--- src/rtl/alu_regfile.sv ---
// alu_regfile: small register file with a multi-cycle ALU front end.
// One request is accepted at a time. Single-cycle ops finish on the edge
// after acceptance. MUL is an iterative shift-add that finishes WIDTH
// edges after acceptance. res_valid pulses for one cycle on completion.
module alu_regfile #(
    parameter int WIDTH = 8,
    parameter int NREG  = 4,
    localparam int AW   = $clog2(NREG)
) (
    input  logic             clock,
    input  logic             reset,
    input  logic             op_valid,
    output logic             op_ready,
    input  logic [3:0]       opcode,
    input  logic [AW-1:0]    src_a,
    input  logic [AW-1:0]    src_b,
    input  logic [AW-1:0]    dst,
    input  logic [WIDTH-1:0] data_in,
    output logic [WIDTH-1:0] Y,
    output logic [3:0]       flags,
    output logic             res_valid,
    input  logic [AW-1:0]    dbg_sel,
    output logic [WIDTH-1:0] dbg_data
);

    localparam int CW = (WIDTH > 1) ? $clog2(WIDTH) : 1;
    localparam logic [CW-1:0] CNT_LAST = CW'(WIDTH - 1);

    localparam logic [3:0] OP_ADD  = 4'h0;
    localparam logic [3:0] OP_SUB  = 4'h1;
    localparam logic [3:0] OP_SHL  = 4'h2;
    localparam logic [3:0] OP_SHR  = 4'h3;
    localparam logic [3:0] OP_CMP  = 4'h4;
    localparam logic [3:0] OP_AND  = 4'h5;
    localparam logic [3:0] OP_OR   = 4'h6;
    localparam logic [3:0] OP_XOR  = 4'h7;
    localparam logic [3:0] OP_NAND = 4'h8;
    localparam logic [3:0] OP_NOR  = 4'h9;
    localparam logic [3:0] OP_XNOR = 4'hA;
    localparam logic [3:0] OP_NOT  = 4'hB;
    localparam logic [3:0] OP_NEG  = 4'hC;
    localparam logic [3:0] OP_MUL  = 4'hD;
    localparam logic [3:0] OP_SWAP = 4'hE;
    localparam logic [3:0] OP_LOAD = 4'hF;

    typedef enum logic [1:0] {
        S_IDLE = 2'd0,
        S_EXEC = 2'd1,
        S_MUL  = 2'd2
    } state_t;

    // Request snapshot taken at the accept edge; operands are read here so
    // later register writes cannot disturb an in-flight op.
    typedef struct packed {
        logic [3:0]       opcode;
        logic [AW-1:0]    src_a;
        logic [AW-1:0]    src_b;
        logic [AW-1:0]    dst;
        logic [WIDTH-1:0] din;
        logic [WIDTH-1:0] a;
        logic [WIDTH-1:0] b;
    } req_t;

    state_t                     state_q, state_d;
    req_t                       req_q, req_d;
    logic [NREG-1:0][WIDTH-1:0] regs_q, regs_d;
    logic [WIDTH-1:0]           y_q, y_d;
    logic [3:0]                 flags_q, flags_d;
    logic                       rv_q, rv_d;
    logic [2*WIDTH-1:0]         acc_q, acc_d;
    logic [2*WIDTH-1:0]         mcand_q, mcand_d;
    logic [WIDTH-1:0]           mplr_q, mplr_d;
    logic [CW-1:0]              cnt_q, cnt_d;

    logic [WIDTH-1:0]           alu_r;
    logic                       alu_c;
    logic                       alu_v;
    logic [WIDTH:0]             sum_w;
    logic [2*WIDTH-1:0]         mul_next;

    assign op_ready  = (state_q == S_IDLE);
    assign Y         = y_q;
    assign flags     = flags_q;
    assign res_valid = rv_q;
    assign dbg_data  = regs_q[dbg_sel];

    // Single-cycle ALU on the snapshotted operands; C/V default to 0.
    always_comb begin
        alu_r = '0;
        alu_c = 1'b0;
        alu_v = 1'b0;
        sum_w = '0;
        unique case (req_q.opcode)
            OP_ADD: begin
                sum_w = {1'b0, req_q.a} + {1'b0, req_q.b};
                alu_r = sum_w[WIDTH-1:0];
                alu_c = sum_w[WIDTH];
                alu_v = (req_q.a[WIDTH-1] == req_q.b[WIDTH-1]) &&
                        (alu_r[WIDTH-1] != req_q.a[WIDTH-1]);
            end
            OP_SUB: begin
                // Top bit of the widened difference is the unsigned borrow.
                sum_w = {1'b0, req_q.a} - {1'b0, req_q.b};
                alu_r = sum_w[WIDTH-1:0];
                alu_c = sum_w[WIDTH];
                alu_v = (req_q.a[WIDTH-1] != req_q.b[WIDTH-1]) &&
                        (alu_r[WIDTH-1] != req_q.a[WIDTH-1]);
            end
            OP_SHL: begin
                alu_r = {req_q.a[WIDTH-2:0], 1'b0};
                alu_c = req_q.a[WIDTH-1];
            end
            OP_SHR: begin
                alu_r = {1'b0, req_q.a[WIDTH-1:1]};
                alu_c = req_q.a[0];
            end
            OP_CMP: begin
                if (req_q.a == req_q.b)
                    alu_r = '0;
                else if ($signed(req_q.a) > $signed(req_q.b))
                    alu_r = WIDTH'(1);
                else
                    alu_r = '1;
            end
            OP_AND:  alu_r = req_q.a & req_q.b;
            OP_OR:   alu_r = req_q.a | req_q.b;
            OP_XOR:  alu_r = req_q.a ^ req_q.b;
            OP_NAND: alu_r = ~(req_q.a & req_q.b);
            OP_NOR:  alu_r = ~(req_q.a | req_q.b);
            OP_XNOR: alu_r = ~(req_q.a ^ req_q.b);
            OP_NOT:  alu_r = ~req_q.a;
            OP_NEG:  alu_r = -req_q.a;
            default: alu_r = '0;
        endcase
    end

    // Next-state: accept, single-cycle completion, and shift-add multiply.
    always_comb begin
        state_d  = state_q;
        req_d    = req_q;
        regs_d   = regs_q;
        y_d      = y_q;
        flags_d  = flags_q;
        rv_d     = 1'b0;
        acc_d    = acc_q;
        mcand_d  = mcand_q;
        mplr_d   = mplr_q;
        cnt_d    = cnt_q;
        mul_next = acc_q + (mplr_q[0] ? mcand_q : '0);

        unique case (state_q)
            S_IDLE: begin
                if (op_valid) begin
                    req_d.opcode = opcode;
                    req_d.src_a  = src_a;
                    req_d.src_b  = src_b;
                    req_d.dst    = dst;
                    req_d.din    = data_in;
                    req_d.a      = regs_q[src_a];
                    req_d.b      = regs_q[src_b];
                    acc_d        = '0;
                    mcand_d      = {{WIDTH{1'b0}}, regs_q[src_a]};
                    mplr_d       = regs_q[src_b];
                    cnt_d        = '0;
                    state_d      = (opcode == OP_MUL) ? S_MUL : S_EXEC;
                end
            end
            S_EXEC: begin
                state_d = S_IDLE;
                rv_d    = 1'b1;
                if (req_q.opcode == OP_SWAP) begin
                    // Equal indices write the same value twice: no change.
                    regs_d[req_q.src_a] = req_q.b;
                    regs_d[req_q.src_b] = req_q.a;
                end else if (req_q.opcode == OP_LOAD) begin
                    regs_d[req_q.dst] = req_q.din;
                end else begin
                    regs_d[req_q.dst] = alu_r;
                    y_d               = alu_r;
                    flags_d           = {alu_c, alu_v, alu_r[WIDTH-1], (alu_r == '0)};
                end
            end
            S_MUL: begin
                // One multiplier bit per cycle; the last bit folds straight
                // into the write so completion lands WIDTH edges after accept.
                acc_d   = mul_next;
                mcand_d = mcand_q << 1;
                mplr_d  = mplr_q >> 1;
                cnt_d   = cnt_q + CW'(1);
                if (cnt_q == CNT_LAST) begin
                    state_d           = S_IDLE;
                    rv_d              = 1'b1;
                    regs_d[req_q.dst] = mul_next[WIDTH-1:0];
                    y_d               = mul_next[WIDTH-1:0];
                    flags_d           = {(|mul_next[2*WIDTH-1:WIDTH]), 1'b0,
                                         mul_next[WIDTH-1],
                                         (mul_next[WIDTH-1:0] == '0)};
                end
            end
            default: state_d = S_IDLE;
        endcase
    end

    // State registers; reset discards any in-flight op.
    always_ff @(posedge clock or negedge reset) begin
        if (!reset) begin
            state_q <= S_IDLE;
            req_q   <= '0;
            regs_q  <= '0;
            y_q     <= '0;
            flags_q <= '0;
            rv_q    <= 1'b0;
            acc_q   <= '0;
            mcand_q <= '0;
            mplr_q  <= '0;
            cnt_q   <= '0;
        end else begin
            state_q <= state_d;
            req_q   <= req_d;
            regs_q  <= regs_d;
            y_q     <= y_d;
            flags_q <= flags_d;
            rv_q    <= rv_d;
            acc_q   <= acc_d;
            mcand_q <= mcand_d;
            mplr_q  <= mplr_d;
            cnt_q   <= cnt_d;
        end
    end

endmodule

--- config.mk ---
export PLATFORM = sky130hd
export DESIGN_NAME = alu_regfile
export DESIGN_NICKNAME = d
export VERILOG_FILES = /design/src/rtl/alu_regfile.sv
export SDC_FILE = /design/constraint.sdc
export NUM_CORES = 1
export LEC_CHECK = 0
export BUFFER_PORTS_ARGS = -buffer_cell sky130_fd_sc_hd__clkbuf_2
export CORE_AREA = 2 2 126 128
export CTS_CLUSTER_SIZE = 16
export DETAILED_ROUTE_END_ITERATION = 8
export DIE_AREA = 0 0 128 130
export PLACE_DENSITY_LB_ADDON = 0.3
export RECOVER_POWER = 25
export SYNTH_ARGS = -nofsm -noshare
export SYNTH_HDL_FRONTEND = slang
export SYNTH_SLANG_ARGS = --single-unit
--- constraint.sdc ---
create_clock -name clock -period 5.28 [get_ports clock]
set_input_delay 1.056 -clock clock [delete_from_list [all_inputs] [get_ports clock]]
set_output_delay 1.056 -clock clock [all_outputs]
set_load 0.02 [all_outputs]
==> summary.txt <==
Run status
  • Outcome: finished, violations left
  • Failing checks: max-capacitance violations, max-slew violations

Synth
  • Post-synth top area share: 33.9%
  • Synth Flop Type: dfrtp_1
  • Top cells by count, synth: dfrtp_1, nand2_1, o21ai_0
  • #FFs+latches synth: 123
  • Top-count cell post-synth: dfrtp_1
  • Post-synth top area cell: dfrtp_1
  • Syn nets: 1067
  • Average size of a mapped cell: 9.11 sq um
  • Share of synthesized registers carrying an async set or reset: 100%
  • Post-synth EDFFs: 0
  • Synth cell types: 74
  • Seq/Total Area, Yosys: 33.9%
  • YS warnings: 0
  • Mapped Cells: 996
  • Synth top area cells: dfrtp_1, ha_1, mux4_2
  • Synthesized area: 9080 sq um

GRT
  • Vias in the first global route: 7954
  • Grt ovf: 0
  • First-pass GRT wire length: 45600 microns
  • Largest net degree at the start of global routing: 52
  • Initial antenna violation count: 0
  • Total track usage: 36.1%

Placed design
  • DP Worst Slack: 1.57 ns
  • DP HPWL: 20900 microns
  • Placed cell count: 1172
  • Port Buffers: 44
  • Routability Congestion: 1.03

Routing
  • Total iterations of the first detailed-routing run: 6
  • DR vias: 8511
  • Detailed-route DRC error count: 0
  • Number of routed nets with antenna violations: 0
  • Iter 0 DRT Violations: 1412
  • Post-DR wirelength/cell: 24.1 microns
  • Total Wirelength: 29000 microns
  • Via density per instance: 7.07

Clocking
  • Num CTS Buffers: 17
  • Post-cts resize count: 0
  • Hold buffers post-CTS: 0
  • Root Buffer: clkbuf_16
  • Clock Sinks: 123
  • Reg clk slew, reported paths: 0.06 ns
  • Clock Latency Late Sink: 0.43 ns
  • H-tree Lvls: 4
  • Clock tree buffer depth: 2
  • Postcts setup bufs: 0
  • CTS tree: done

Worst setup path
  • Worst stage delay on the critical path: 1.17 ns
  • Critical path class: register to register
  • Critical Path Fanout Max: 32
  • Critical path, cell by cell: inv_1, ha_1, clkbuf_1, nor2b_1, a21oi_1, or2_0, nor2_1, a221o_1
  • Crit path DAT: 4.45 ns
  • Reg2reg setup slack: 1.14 ns
  • Crit. End Element: register
  • Max stage delay cell, worst path: clkbuf_1
  • R2R Path End: regs_q[3]
  • Crit path required time: 5.59 ns
  • Reg-to-reg startpoint: state_q[0]
  • R2R depth: 8
  • Crit start category: register

Floorplan
  • Area of the die: 16600 sq um
  • Ports: 45
  • Die Y: 130 microns
  • Num rows: 46
  • Chip Width: 128 microns
  • Core ar.: 15400 sq um
  • Initial Util: 58.8%

Worst hold path
  • Hold_sp: mplr_q[2]
  • Hold Crit Class: register to register
  • Min-Delay Path Depth: 2
  • Hold endpoint: mplr_q[2]

Pwr
  • Flop pwr share: 27.7%
  • Pint: 3.16 mW
  • Power, Total: 6.00 mW
  • Comb pwr share: 52.0%
  • Maximum VDD drop: 0.338 mV
  • Clock power share: 20.4%
  • Psw: 2.84 mW
  • Pwr dens: 604 nW/um^2
  • Switching Share: 47.4%
  • Pleak: 4.39 nW

Timing
  • Minimum clock period: 4.14 ns
  • RSZ-0062 raised after global routing: false
  • Final setup TNS: 0 ns
  • # setup viols final: 0
  • Final WS setup: 1.14 ns
  • Fin. Hold Viols: 0
  • Worst Skew: 0.00815 ns
  • Max_slew headroom: -36.9%
  • Slew Viols, Final: 70
  • Slew @ Worst Pin: 2.05 ns
  • Achievable clock frequency: 0.241 GHz
  • Period utilization: 78.4%

Cells and area
  • Area delta synth->final: 9.50%
  • Layout cell share with drive strength beyond 1: 14.1%
  • Layout fillers: 1275
  • ANT cells: 0
  • Non-filler cells, final: 1204
  • Final net count: 1070

Run
  • Max Cap Viol: 2
-- sequential cells by signal (all words and copies together), names as in the netlist --
signal / flops
mplr_q: 8
flags: 4
req_q: 34
mcand_q: 16
Y: 7
state_q: 2
cnt_q: 3
regs_q: 32
res_valid: 1
acc_q: 16
-- power groups by stage --
stage | Sequential [mW] | Clock [mW] | Combinational [mW]
after floorplan | 1.53 | 0 | 2.21
after global placement | 1.63 | 0 | 2.98
after detailed placement | 1.66 | 0 | 2.99
after CTS | 1.64 | 1.22 | 3.00
after global routing | 1.70 | 1.26 | 3.33
final | 1.66 | 1.22 | 3.12
-- layout by cell type (no fill, tap or decap), drive strengths merged, types with 6 or more instances in the layout --
| cell type | Yosys | final |
|---|---|---|
| dfrtp | 123 | 123 |
| nand2 | 103 | 103 |
| o21ai | 76 | 76 |
| nor2 | 66 | 66 |
| clkbuf | 43 | 63 |
| a21oi | 60 | 60 |
| ha | 45 | 45 |
| a22oi | 40 | 40 |
| inv | 29 | 34 |
| nor3 | 27 | 27 |
| a22o | 25 | 25 |
| mux4 | 24 | 24 |
| and2 | 24 | 24 |
| mux2i | 20 | 20 |
| mux2 | 20 | 20 |
| a221o | 19 | 19 |
| nand2b | 19 | 19 |
| o221ai | 18 | 18 |
| a21o | 14 | 14 |
| nor2b | 13 | 13 |
| xnor2 | 13 | 13 |
| buf | 30 | 12 |
| xor2 | 11 | 11 |
| nand3 | 9 | 9 |
| o31ai | 8 | 8 |
| or3 | 7 | 7 |
| a31oi | 7 | 7 |
| o22ai | 7 | 7 |
| o211ai | 7 | 7 |
| nor4 | 7 | 7 |
| o2bb2ai | 6 | 6 |
| o211a | 6 | 6 |
| or2 | 6 | 6 |
-- how the worst max path moves through the flow --
stage                     from  slack (ns)  depth (start not counted)     endpoint
finish              state_q[0]        1.14                          8    regs_q[3]
global route        state_q[0]        1.02                          8    regs_q[3]
CTS                   req_q[9]        1.55                         10    regs_q[5]
detailed placement    req_q[9]        1.57                         10    regs_q[5]
global placement      req_q[9]        1.62                         10   regs_q[21]
floorplan           dbg_sel[0]        2.11                          2  dbg_data[0]
-- critical path: cells and delay by family (launching register included) --
| family | cells | cell delay, ns |
|---|---|---|
| AND/OR/NAND/NOR | 3 | 1.27 |
| buffers and inverters | 2 | 1.26 |
| AO/OA/AOI/OAI | 2 | 0.90 |
| flip-flops | 1 | 0.41 |
| adder cells (fa/ha/maj) | 1 | 0.17 |
-- through the flow --
step / instance area (sq um) / hold slack, ns / utilization [%]
after floorplan: 9080 / 0.449 / -
after global placement: 9350 / 0.462 / 60.6
after detailed placement: 9350 / 0.470 / 60.6
after CTS: 9950 / 0.483 / 64.5
after global routing: 9940 / 0.511 / 64.4
final: 9940 / 0.480 / 64.4
-- cell families after synthesis --
group	synth area share, %
mux	10.6
xor+xnor	2.32
fa+ha+maj	6.87
buf+inv	4.55
compound gates	25.8
simple gates	15.9
flops	33.9
-- metal layers --
layer / global-route usage, % / vias up / wire length, microns
met1: 50.2 / 4069 / 12000
met3: 6.03 / 112 / 2800
met2: 55.1 / 596 / 12700
met4: 17.8 / 0 / 1510
met5: 0 / - / 0
li1: - / 3734 / -
-- final cells by class --
type	instances	area [sq um]	share of cell area (%)
multi-input cells	771	5600	56.3
clock buffers	18	439	4.42
repair buffers	57	313	3.15
well taps	192	240	2.42
clock inverters	14	161	1.62
inverters	29	109	1.10
flip-flops and latches	123	3080	31.0
No activity file was read; power rests on OpenSTA's default activity.
